--- src/rtl/rf_framer_pkg.sv ---
// Shared types and default parameters for the RF packet framer.
// Mode encodings follow the {M1, M0} pin order.
package rf_framer_pkg;

    typedef enum logic [1:0] {
        MODE_NORMAL  = 2'd0,
        MODE_WAKEUP  = 2'd1,
        MODE_PWRSAVE = 2'd2,
        MODE_SLEEP   = 2'd3
    } mode_e;

    typedef enum logic [2:0] {
        StIdle,
        StCollect,
        StPreamble,
        StSend,
        StGap
    } state_e;

    localparam int unsigned DefDataWidth         = 8;
    localparam int unsigned DefFifoDepth         = 512;
    localparam int unsigned DefIdleTimeout       = 2000;
    localparam int unsigned DefMaxPacketLen      = 58;
    localparam int unsigned DefWakeupPreambleLen = 4;
    localparam logic [7:0]  DefPreambleByte      = 8'hAA;

endpackage

--- src/rtl/rf_packet_framer_if.sv ---
// UART-side handshake bundle: node byte input and MCU byte output.
// master = environment (node UART + MCU UART), slave = framer.
interface rf_framer_if #(
    parameter int unsigned DATA_WIDTH = 8
);
    logic                  RX_flag_node;
    logic [DATA_WIDTH-1:0] data_from_uart_node;
    logic                  TX_flag_mcu;
    logic                  TX_use_mcu;
    logic [DATA_WIDTH-1:0] data_to_uart_mcu;

    modport master (
        output RX_flag_node, data_from_uart_node, TX_flag_mcu,
        input  TX_use_mcu, data_to_uart_mcu
    );

    modport slave (
        input  RX_flag_node, data_from_uart_node, TX_flag_mcu,
        output TX_use_mcu, data_to_uart_mcu
    );
endinterface

--- src/rtl/rf_sync_fifo.sv ---
// Single-clock FIFO with show-ahead read data and an occupancy count.
// A push while full is dropped even if a pop happens in the same cycle.
module rf_sync_fifo #(
    parameter int unsigned DATA_WIDTH = 8,
    parameter int unsigned FIFO_DEPTH = 512
) (
    input  logic                          clk,
    input  logic                          rst_n,
    input  logic                          clear,
    input  logic                          push,
    input  logic [DATA_WIDTH-1:0]         wdata,
    input  logic                          pop,
    output logic [DATA_WIDTH-1:0]         rdata,
    output logic                          full,
    output logic                          empty,
    output logic [$clog2(FIFO_DEPTH):0]   count
);
    localparam int unsigned AW = $clog2(FIFO_DEPTH);

    logic [DATA_WIDTH-1:0] mem [FIFO_DEPTH];
    logic [AW-1:0]         wr_ptr_q, rd_ptr_q;
    logic [AW:0]           count_q;
    logic                  do_push, do_pop;

    assign full    = (count_q == (AW+1)'(FIFO_DEPTH));
    assign empty   = (count_q == '0);
    assign do_push = push && !full;
    assign do_pop  = pop && !empty;
    assign rdata   = mem[rd_ptr_q];
    assign count   = count_q;

    always_ff @(posedge clk or negedge rst_n) begin
        if (!rst_n) begin
            wr_ptr_q <= '0;
            rd_ptr_q <= '0;
            count_q  <= '0;
        end else if (clear) begin
            wr_ptr_q <= '0;
            rd_ptr_q <= '0;
            count_q  <= '0;
        end else begin
            if (do_push) wr_ptr_q <= wr_ptr_q + AW'(1);
            if (do_pop)  rd_ptr_q <= rd_ptr_q + AW'(1);
            if (do_push && !do_pop)      count_q <= count_q + (AW+1)'(1);
            else if (!do_push && do_pop) count_q <= count_q - (AW+1)'(1);
        end
    end

    // Storage is not reset; pointers alone define what is valid.
    always_ff @(posedge clk) begin
        if (do_push && !clear) mem[wr_ptr_q] <= wdata;
    end

endmodule

--- src/rtl/rf_packet_framer.sv ---
// Buffers node-UART bytes and releases them to the MCU UART in bursts, with
// wake-up preamble, sleep/RX-disable modes, AUX busy and sticky overflow.
module rf_packet_framer
    import rf_framer_pkg::*;
#(
    parameter int unsigned           DATA_WIDTH          = DefDataWidth,
    parameter int unsigned           FIFO_DEPTH          = DefFifoDepth,
    parameter int unsigned           IDLE_TIMEOUT        = DefIdleTimeout,
    parameter int unsigned           MAX_PACKET_LEN      = DefMaxPacketLen,
    parameter int unsigned           WAKEUP_PREAMBLE_LEN = DefWakeupPreambleLen,
    parameter logic [DATA_WIDTH-1:0] PREAMBLE_BYTE       = DATA_WIDTH'(DefPreambleByte)
) (
    input  logic       internal_clk,
    input  logic       rst_n,
    input  logic       M0_sync,
    input  logic       M1_sync,
    rf_framer_if.slave uart,
    output logic       AUX,
    output logic       overflow_flag
);
    localparam int unsigned CW = $clog2(FIFO_DEPTH) + 1;
    localparam int unsigned IW = $clog2(IDLE_TIMEOUT + 1);
    localparam int unsigned BW = $clog2(MAX_PACKET_LEN + 1);
    localparam int unsigned PW = $clog2(WAKEUP_PREAMBLE_LEN + 2);
    localparam logic [CW-1:0] MaxLen   = CW'(MAX_PACKET_LEN);
    localparam logic [IW-1:0] IdleLast = IW'(IDLE_TIMEOUT - 1);

    state_e                state_q, state_d;
    mode_e                 mode;
    logic                  rx_q, push_q, accept;
    logic [DATA_WIDTH-1:0] push_data_q;
    logic [IW-1:0]         idle_q, idle_d;
    logic [BW-1:0]         burst_q, burst_d;
    logic [PW-1:0]         pre_q, pre_d;
    logic                  tx_use_q, tx_use_d;
    logic [DATA_WIDTH-1:0] tx_data_q, tx_data_d;
    logic                  aux_q, ovf_q, ovf_d;
    logic                  fifo_pop, fifo_clear, fifo_full, fifo_empty;
    logic [DATA_WIDTH-1:0] fifo_rdata;
    logic [CW-1:0]         fifo_count;

    assign mode   = mode_e'({M1_sync, M0_sync});
    assign accept = (mode == MODE_NORMAL) || (mode == MODE_WAKEUP);

    rf_sync_fifo #(
        .DATA_WIDTH (DATA_WIDTH),
        .FIFO_DEPTH (FIFO_DEPTH)
    ) u_fifo (
        .clk   (internal_clk),
        .rst_n (rst_n),
        .clear (fifo_clear),
        .push  (push_q),
        .wdata (push_data_q),
        .pop   (fifo_pop),
        .rdata (fifo_rdata),
        .full  (fifo_full),
        .empty (fifo_empty),
        .count (fifo_count)
    );

    // Idle time is measured from the last accepted byte and saturates.
    always_comb begin
        idle_d = idle_q;
        if (push_q)                 idle_d = '0;
        else if (idle_q != IdleLast) idle_d = idle_q + IW'(1);
    end

    always_comb begin
        state_d    = state_q;
        burst_d    = burst_q;
        pre_d      = pre_q;
        tx_use_d   = 1'b0;
        tx_data_d  = tx_data_q;
        fifo_pop   = 1'b0;
        fifo_clear = 1'b0;
        ovf_d      = ovf_q || (push_q && fifo_full);
        unique case (state_q)
            StIdle: begin
                if (mode == MODE_SLEEP) fifo_clear = 1'b1;
                else if (push_q)        state_d = StCollect;
            end
            StCollect: begin
                if (mode == MODE_SLEEP) begin
                    fifo_clear = 1'b1;
                    state_d    = StIdle;
                end else if (fifo_count >= MaxLen || idle_q == IdleLast) begin
                    burst_d = (fifo_count >= MaxLen) ? BW'(MAX_PACKET_LEN) : BW'(fifo_count);
                    if (mode == MODE_WAKEUP && WAKEUP_PREAMBLE_LEN != 0) begin
                        pre_d   = PW'(WAKEUP_PREAMBLE_LEN);
                        state_d = StPreamble;
                    end else begin
                        pre_d   = '0;
                        state_d = StSend;
                    end
                end
            end
            StPreamble: begin
                if (!uart.TX_flag_mcu) begin
                    tx_use_d  = 1'b1;
                    tx_data_d = PREAMBLE_BYTE;
                    pre_d     = pre_q - PW'(1);
                    state_d   = StGap;
                end
            end
            StSend: begin
                if (!uart.TX_flag_mcu) begin
                    fifo_pop  = 1'b1;
                    tx_use_d  = 1'b1;
                    tx_data_d = fifo_rdata;
                    burst_d   = burst_q - BW'(1);
                    state_d   = StGap;
                end
            end
            StGap: begin
                if (pre_q != '0)                  state_d = StPreamble;
                else if (burst_q != '0)           state_d = StSend;
                else if (!fifo_empty || push_q)   state_d = StCollect;
                else                              state_d = StIdle;
            end
            default: state_d = StIdle;
        endcase
        if (fifo_clear) ovf_d = 1'b0;
    end

    always_ff @(posedge internal_clk or negedge rst_n) begin
        if (!rst_n) begin
            state_q     <= StIdle;
            rx_q        <= 1'b0;
            push_q      <= 1'b0;
            push_data_q <= '0;
            idle_q      <= '0;
            burst_q     <= '0;
            pre_q       <= '0;
            tx_use_q    <= 1'b0;
            tx_data_q   <= '0;
            aux_q       <= 1'b0;
            ovf_q       <= 1'b0;
        end else begin
            state_q     <= state_d;
            rx_q        <= uart.RX_flag_node;
            push_q      <= uart.RX_flag_node && !rx_q && accept;
            push_data_q <= uart.data_from_uart_node;
            idle_q      <= idle_d;
            burst_q     <= burst_d;
            pre_q       <= pre_d;
            tx_use_q    <= tx_use_d;
            tx_data_q   <= tx_data_d;
            aux_q       <= (state_q == StIdle) && fifo_empty;
            ovf_q       <= ovf_d;
        end
    end

    assign uart.TX_use_mcu       = tx_use_q;
    assign uart.data_to_uart_mcu = tx_data_q;
    assign AUX                   = aux_q;
    assign overflow_flag         = ovf_q;

endmodule

--- src/flat_wrapper.sv ---
// flat-port wrapper written by rule: the top's interface ports become plain ports
module rf_packet_framer_flat import rf_framer_pkg::*;
#(
    parameter int unsigned           DATA_WIDTH          = DefDataWidth,
    parameter int unsigned           FIFO_DEPTH          = DefFifoDepth,
    parameter int unsigned           IDLE_TIMEOUT        = DefIdleTimeout,
    parameter int unsigned           MAX_PACKET_LEN      = DefMaxPacketLen,
    parameter int unsigned           WAKEUP_PREAMBLE_LEN = DefWakeupPreambleLen,
    parameter logic [DATA_WIDTH-1:0] PREAMBLE_BYTE       = DATA_WIDTH'(DefPreambleByte)
)
  (internal_clk, rst_n, M0_sync, M1_sync, AUX, overflow_flag, uart_RX_flag_node, uart_data_from_uart_node, uart_TX_flag_mcu, uart_TX_use_mcu, uart_data_to_uart_mcu);
  rf_framer_if #(.DATA_WIDTH(DATA_WIDTH)) uart_i ();
  input  logic internal_clk;
  input  logic rst_n;
  input  logic M0_sync;
  input  logic M1_sync;
  output logic AUX;
  output logic overflow_flag;
  input wire logic [$bits(uart_i.RX_flag_node)-1:0] uart_RX_flag_node;
  input wire logic [$bits(uart_i.data_from_uart_node)-1:0] uart_data_from_uart_node;
  input wire logic [$bits(uart_i.TX_flag_mcu)-1:0] uart_TX_flag_mcu;
  output wire logic [$bits(uart_i.TX_use_mcu)-1:0] uart_TX_use_mcu;
  output wire logic [$bits(uart_i.data_to_uart_mcu)-1:0] uart_data_to_uart_mcu;
  assign uart_i.RX_flag_node = uart_RX_flag_node;
  assign uart_i.data_from_uart_node = uart_data_from_uart_node;
  assign uart_i.TX_flag_mcu = uart_TX_flag_mcu;
  assign uart_TX_use_mcu = uart_i.TX_use_mcu;
  assign uart_data_to_uart_mcu = uart_i.data_to_uart_mcu;
  rf_packet_framer #(.DATA_WIDTH(DATA_WIDTH), .FIFO_DEPTH(FIFO_DEPTH), .IDLE_TIMEOUT(IDLE_TIMEOUT), .MAX_PACKET_LEN(MAX_PACKET_LEN), .WAKEUP_PREAMBLE_LEN(WAKEUP_PREAMBLE_LEN), .PREAMBLE_BYTE(PREAMBLE_BYTE)) u_core (.internal_clk(internal_clk), .rst_n(rst_n), .M0_sync(M0_sync), .M1_sync(M1_sync), .uart(uart_i), .AUX(AUX), .overflow_flag(overflow_flag));
endmodule
--- config.mk ---
export PLATFORM = sky130hd
export DESIGN_NAME = rf_packet_framer_flat
export DESIGN_NICKNAME = d
export VERILOG_FILES = /design/src/rtl/rf_framer_pkg.sv /design/src/rtl/rf_packet_framer_if.sv /design/src/rtl/rf_sync_fifo.sv /design/src/rtl/rf_packet_framer.sv /design/src/flat_wrapper.sv
export SDC_FILE = /design/constraint.sdc
export NUM_CORES = 2
export LEC_CHECK = 0
export BUFFER_PORTS_ARGS = -buffer_cell sky130_fd_sc_hd__buf_2
export CORE_ASPECT_RATIO = 1.2
export CORE_UTILIZATION = 30
export CTS_CLUSTER_DIAMETER = 120
export DETAILED_ROUTE_END_ITERATION = 8
export PLACE_DENSITY = 0.47
export SYNTH_ARGS = -nofsm -noshare
export SYNTH_HDL_FRONTEND = slang
export SYNTH_SLANG_ARGS = --single-unit
--- constraint.sdc ---
create_clock -name internal_clk -period 7.65 [get_ports internal_clk]
set_input_delay 0.765 -clock internal_clk [delete_from_list [all_inputs] [get_ports internal_clk]]
set_output_delay 0.765 -clock internal_clk [all_outputs]
set_load 0.005 [all_outputs]
# Yosys cells after proc, flatten, opt, wreduce, memory -nomap -nowiden
# Memories as Yosys holds them, arrays and structs flattened.
# Cells that the tools add are included.
[totals]
register_bits = 72
ram_bits = 4096
input_bits = 14
output_inout_bits = 11
wordCells = 117
n_memories = 1
[classes]
addsub = 7
order_cmp = 1
eq_ne = 17
mux = 40
reduce_logical = 37
[mem_list]
columns = ["memory", "depth", "width", "read_ports", "rd_clocked_by_memory_dff", "wr", "line_no", "rtl"]
rows = [
  ["u_core.u_fifo.mem", 512, 8, 1, 0, 1, "rf_sync_fifo.sv:20", "logic [DATA_WIDTH-1:0] mem [FIFO_DEPTH];"],
]
[ops]
columns = ["operator", "count"]
rows = [
  ["9-bit two-way mux", 4],
  ["3-bit two-way mux", 11],
  ["10-bit two-way mux", 3],
  ["6-bit two-way mux", 4],
  ["11-bit two-way mux", 2],
  ["9-bit by 1-bit adder with 9-bit output, second input constant", 2],
  ["8-bit two-way mux", 2],
  ["8-bit case mux with 2 select lines", 1],
  ["3-bit case mux with 4 select lines", 1],
  ["6-bit case mux with 2 select lines", 1],
  ["4-bit AND reduction", 3],
  ["2-bit nonzero test", 6],
  ["11-bit by 1-bit adder with 11-bit output, second input constant", 1],
  ["11-bit == test, second input constant", 1],
  ["11-bit != test, second input constant", 1],
  ["10-bit by 1-bit adder with 10-bit output, second input constant", 1],
  ["10-bit == test, second input constant", 1],
  ["10-bit by 6-bit greater-or-equal comparator with 1-bit output, second input constant", 1],
  ["10-bit logical NOT", 1],
  ["1-bit two-way mux", 10],
  ["2-bit != test, second input constant", 5],
  ["10-bit by 1-bit subtractor with 10-bit output, second input constant", 1],
  ["1-bit logical AND", 9],
  ["3-bit by 2-bit == test with 1-bit output, second input constant", 2],
  ["other kinds (17)", 28],
]

# Longest topological paths before layout
[logic_depth]
word_depth = 8
mapped_depth = 19
depth_no_buf = 16

# Hierarchy
# From an unflattened synthesis, not the netlist that was laid out.
[unflattened]
hier_cells = 7694
area_unflattened_um2 = 162099.2
[by_module_without_submodules]
columns = ["module", "instances", "cells_each", "area_each_um2", "seq_area_each_um2"]
rows = [
  ["rf_sync_fifo", 1, 7502, 159989.7, 123698.6],
  ["rf_packet_framer", 1, 192, 2109.5, 1101.1],
]

# Worst setup path after synthesis
# Ideal clock, no wire load.
[synth_path]
path_kind = "reg-to-reg"
startpoint = "register u_core.push_data_q[0]"
endpoint = "memory u_core.u_fifo.mem[0][0] (data pin)"
setup_ns = 1.402
arrival_ns = 6.050
required_ns = 6.248
slack_ns = 0.199
stages_incl_launch_ff = 1
period_less_slack_ns = 7.451
cell_sequence = "dfrtp_1"
[synth_rtl]
columns = ["item", "line_no", "rtl"]
rows = [
  ["from (decl)", "rf_packet_framer.sv:31", "logic [DATA_WIDTH-1:0] push_data_q;"],
  ["from (signal assigned)", "rf_packet_framer.sv:142", "push_data_q <= uart.data_from_uart_node;"],
  ["to (decl)", "rf_sync_fifo.sv:20", ""],
]
# No word-level cell before the write port.

# Worst setup path after layout
[layout_path]
startpoint = "register u_core.u_fifo.rd_ptr_q[0]"
endpoint = "register u_core.tx_data_q[4] (netlist: u_core.uart.data_to_uart_mcu[4])"
[layout_via]
elab_chain_cells = 3
[layout_rtl]
columns = ["item", "line_no", "rtl"]
rows = [
  ["from (decl)", "rf_sync_fifo.sv:21", "logic [AW-1:0] wr_ptr_q, rd_ptr_q;"],
  ["from (signal assigned)", "rf_sync_fifo.sv:43", "if (do_pop) rd_ptr_q <= rd_ptr_q + AW'(1);"],
  ["memory 512 x 8 bit", "--", ""],
  ["8-bit two-way mux", "rf_packet_framer.sv:106", "if (!uart.TX_flag_mcu) begin"],
  ["8-bit case mux with 2 select lines", "rf_packet_framer.sv:77", "unique case (state_q)"],
  ["to (signal assigned)", "rf_packet_framer.sv:147", "tx_data_q <= tx_data_d;"],
  ["to (decl)", "rf_packet_framer.sv:36", "logic [DATA_WIDTH-1:0] tx_data_q, tx_data_d;"],
]
# No other way between the ends. The select of a mux whose other input is x is not followed.
# A chain may end at the register's enable or synchronous reset.

==> out/summary.md <==
After the first detailed-routing iteration, the DRC count stood at 8535. The part of the cycle the worst path needs is 72.3%. The count of flip-flops with a built-in enable after synthesis was 4096; the synthesized flop and latch total was 4168. Using the TritonRoute via totals, the vias-per-cell ratio works out to 5.27. For this block, the routed nets add up to 520 mm of wire.

The number of instances in the placed design came out at 15000. The number of antenna violations at the first check in global routing was 26; the starting density of the core was 30.2%. The clock sink count is 4168.

Per report_power, the combinational group accounts for 19.6% of the total. CTS placed an instance of sky130_fd_sc_hd__clkbuf_16 at the clock tree root. The run finished with clean final reports. Derived from the worst setup path, the maximum achievable clock frequency is 181 MHz. The tool flagged a number of max-cap violations equal to 0. The total die area came out at 549000 µm². Averaged over all synthesized cells, the footprint is 20.2 µm². The layout overhead on the synthesized area works out to 13.4%. For the core region area, the log shows 543000 µm². Setup repair after global routing left no endpoint under its margin. Largest net degree at the start of global routing: 215. The min-delay analysis places its worst path in the category in2async. The run gives 8156 as the number of nets produced by synthesis. CTS built an H-tree with a depth of 5. The internal portion of the total power is 41.5 mW.

The fraction of registers with async set or reset after synthesis works out to 1.73%. Once the clock tree was built, the resizer swapped 0 gates to a different size. Summed over all layers, the global routing overflow is 0. The switching share of power works out to 27.3%.

Before antenna repair, the detailed router went through 6 iterations. The TritonCTS buffer count is 409. TritonCTS built the clock tree. The HPWL after detailed placement is 316 mm, and the weighted congestion reported at the end of routability-driven placement is 0.827. The register share of total power is 44.6%, and the largest voltage drop on the vdd net is 288 µV.

The critical path is of the reg2reg type. For this run, design rule violations remaining after detail routing come to 0. The via count of the routed design is 83200.

The Yosys step of the flow raised 0 warnings. The tools report the number of routed nets with antenna violations as 0. The sum of negative setup slack was 0 ns; the cts-stage hold buffer count was 11. The setup violation total in the final timing report was 0; the slack of the worst reg-to-reg path was 2.12 ns.

The number of global-route vias before repair came out at 85600. The analysis attributes to cell leakage a power of 55.7 nW. After clock tree synthesis, the clock-pin slew on the worst setup and hold paths is 0.06 ns. Of all nets on the critical path, the largest fanout is 75. The primary flip-flop cell chosen by synthesis mapping was sky130_fd_sc_hd__edfxtp_1. For the worst-skew pair, the clock arrives at the later sink with an insertion delay of 1.03 ns. The clock network burns 35.8% of the power. The sort of element at the end of the critical path was a flip-flop. Input and output buffers added on the ports amount to 24.

Row generation in the floorplan step produced 296 rows. In this run the cell area of the synthesized design comes to 164000 µm². The floorplan step set the die width to 677 µm.

For the number of fill cells, the log shows 50500. The count of pins on the block boundary is 25, and the post-route clock skew is 0.0742 ns. At the pin with the least slew margin, the transition time is 1.44 ns. Buffers inserted during post-CTS setup optimization: 0. The max-slew violation count was 0. At the end of the flow, the number of nets in the layout was 8320. Data arrives at the worst endpoint at 6.40 ns.

The startpoint type of the worst setup path was a flip-flop. The first global-routing pass estimated 716 mm of wire. Maximum root-to-sink buffer count: 4. The power density over the cells was 307 nW/µm²; the headroom to the max-slew limit was 2.98%.

Of the synthesized area, sequential elements account for 76.2%. The floorplan step set the die height to 812 µm. Cells with a size suffix above 1 make up 20.2% of the layout. Synthesis produced 8123 cells. The run gives 15.6 mW as the switching power. The clock period could shrink to 5.53 ns.

The logs give 0 for the final-report hold violation count and 8.52 ns for the critical path data required time. The number of non-filler instances in the completed layout was 15800; the overall track demand over capacity in global routing was 18.5%. Average wire per standard cell: 32.9 µm. In this run, distinct cell masters in the synthesized netlist total 77.
## kinds of logic after synthesis
logic type                 count (synthesis)  share of synthesized area [%]
DFF                                     4168                           76.2
buffers and inverters                    537                           2.09
and+or+nand+nor                         1105                           2.84
AOI/OAI and AO/OA                        862                           3.75
xor gates and xnor gates                  31                          0.166
adders and majority gates                 19                          0.150
muxes                                   1401                           14.8
## cells in the final DEF, fill, tap and decap left out, types with 13 or more instances in the layout
cell type,synthesis,routed
sky130_fd_sc_hd__a211oi_1,30,29
sky130_fd_sc_hd__a21oi_1,171,171
sky130_fd_sc_hd__a221o_1,28,28
sky130_fd_sc_hd__a221oi_1,89,89
sky130_fd_sc_hd__a22o_1,15,15
sky130_fd_sc_hd__a22oi_1,58,58
sky130_fd_sc_hd__a31oi_1,22,21
sky130_fd_sc_hd__buf_12,6,41
sky130_fd_sc_hd__buf_2,86,23
sky130_fd_sc_hd__buf_4,52,190
sky130_fd_sc_hd__bufinv_16,0,44
sky130_fd_sc_hd__clkbuf_1,229,88
sky130_fd_sc_hd__clkbuf_16,0,416
sky130_fd_sc_hd__clkinv_1,1,79
sky130_fd_sc_hd__clkinv_2,0,89
sky130_fd_sc_hd__dfrtp_1,72,57
sky130_fd_sc_hd__dfrtp_4,0,14
sky130_fd_sc_hd__diode_2,0,17
sky130_fd_sc_hd__edfxtp_1,4096,4096
sky130_fd_sc_hd__ha_1,18,18
sky130_fd_sc_hd__inv_1,23,22
sky130_fd_sc_hd__mux2_2,22,22
sky130_fd_sc_hd__mux2i_1,567,567
sky130_fd_sc_hd__mux4_1,20,20
sky130_fd_sc_hd__mux4_2,792,792
sky130_fd_sc_hd__nand2_1,201,183
sky130_fd_sc_hd__nand2_4,0,17
sky130_fd_sc_hd__nand2b_1,22,18
sky130_fd_sc_hd__nand3_1,55,55
sky130_fd_sc_hd__nand4_1,13,13
sky130_fd_sc_hd__nor2_1,659,648
sky130_fd_sc_hd__nor3_1,69,67
sky130_fd_sc_hd__o211ai_1,13,13
sky130_fd_sc_hd__o21ai_0,97,97
sky130_fd_sc_hd__o221ai_1,128,128
sky130_fd_sc_hd__o22ai_1,93,93
sky130_fd_sc_hd__o31ai_1,15,13
sky130_fd_sc_hd__xnor2_1,17,17
sky130_fd_sc_hd__xor2_1,14,14
## final timing paths
kind	from	to	cells after the start
hold reg to reg	u_core.rx_q	u_core.push_q	1
max in group asynchronous	rst_n	u_core.u_fifo.rd_ptr_q[4]	3
hold / removal	rst_n	u_core.pre_q[0]	2
min in group internal_clk	M0_sync	u_core.pre_q[2]	4
setup / recovery	u_core.u_fifo.rd_ptr_q[0]	u_core.uart.data_to_uart_mcu[4]	10
setup reg to reg	u_core.u_fifo.rd_ptr_q[0]	u_core.uart.data_to_uart_mcu[4]	10
## Yosys cell counts, types with 28 or more instances
master                     instances  area [µm²]
sky130_fd_sc_hd__a211oi_1         30         225
sky130_fd_sc_hd__a21oi_1         171         856
sky130_fd_sc_hd__a221o_1          28         280
sky130_fd_sc_hd__a221oi_1         89         780
sky130_fd_sc_hd__a22oi_1          58         435
sky130_fd_sc_hd__buf_2            86         430
sky130_fd_sc_hd__buf_4            52         390
sky130_fd_sc_hd__buf_6            77         867
sky130_fd_sc_hd__buf_8            38         571
sky130_fd_sc_hd__clkbuf_1        229         860
sky130_fd_sc_hd__dfrtp_1          72        1800
sky130_fd_sc_hd__edfxtp_1       4096      123000
sky130_fd_sc_hd__mux2i_1         567        5680
sky130_fd_sc_hd__mux4_2          792       17800
sky130_fd_sc_hd__nand2_1         201         754
sky130_fd_sc_hd__nand3_1          55         275
sky130_fd_sc_hd__nor2_1          659        2470
sky130_fd_sc_hd__nor3_1           69         345
sky130_fd_sc_hd__o21ai_0          97         485
sky130_fd_sc_hd__o221ai_1        128        1120
sky130_fd_sc_hd__o22ai_1          93         582
## per-layer routing
metal	track usage (%)	up-vias	share of wire [%]
met1	23.4	45500	40
li1	-	34000	-
met4	6.47	0	3.8
met3	2.83	729	5.8
met5	0	-	0
met2	32.1	3022	50
## sequential cells by signal (all words and copies together) (netlist names)
signal	flops
u_core.u_fifo.mem	4096
u_core.idle_q	11
u_core.u_fifo.count	10
u_core.u_fifo.rd_ptr_q	9
u_core.u_fifo.wr_ptr_q	9
u_core.push_data_q	8
u_core.uart.data_to_uart_mcu	8
u_core.burst_q	6
u_core.pre_q	3
u_core.state_q	3
u_core.AUX	1
u_core.overflow_flag	1
u_core.push_q	1
u_core.rx_q	1
u_core.uart.TX_use_mcu	1
## worst max-delay path, stage by stage (launching register included)
cell and delay, ns:
sky130_fd_sc_hd__dfrtp_4 1.02, sky130_fd_sc_hd__buf_12 0.34, sky130_fd_sc_hd__buf_12 0.43, sky130_fd_sc_hd__buf_4 0.63
sky130_fd_sc_hd__mux4_2 0.63, sky130_fd_sc_hd__mux2i_1 0.51, sky130_fd_sc_hd__o221a_2 0.33, sky130_fd_sc_hd__o21ai_0 0.25
sky130_fd_sc_hd__a221o_1 0.40, sky130_fd_sc_hd__a21oi_1 0.45, sky130_fd_sc_hd__o31ai_1 0.11
## power groups by stage
stage	registers (mW)	clock network, mW	logic (mW)
after floorplan	26.0	0	8.01
after global placement	25.9	0	11.3
after CTS	25.5	20.8	11.4
after global routing	25.5	21.6	11.7
final	25.5	20.5	11.2
after detailed placement	25.9	0	11.4
## through the flow
stage | util, % | setup WS, ns | instance area (µm²) | power [mW] | hold slack, ns
floorplan | - | 0.199 | 164000 | 34.1 | 0.382
global placement | 31.7 | 1.92 | 172000 | 37.2 | 0.396
detailed placement | 31.7 | 1.92 | 172000 | 37.3 | 0.392
CTS | 34.2 | 1.91 | 186000 | 57.7 | 0.0654
global route | 34.2 | 2.00 | 186000 | 58.7 | 0.149
finish | 34.2 | 2.12 | 186000 | 57.1 | 0.160
## final cells by class
cell class | instances | area [µm²] | share of cell area [%]
antenna | 17 | 42.5 | 0.0229
clock buffer | 509 | 10800 | 5.82
clock inverter | 249 | 2560 | 1.38
inverter | 25 | 111 | 0.0600
multi-input combinational | 3418 | 35900 | 19.3
sequential | 4168 | 125000 | 67.2
tap | 7152 | 8950 | 4.82
timing repair buffer | 265 | 2470 | 1.33
(Power assumes the default switching activity.)
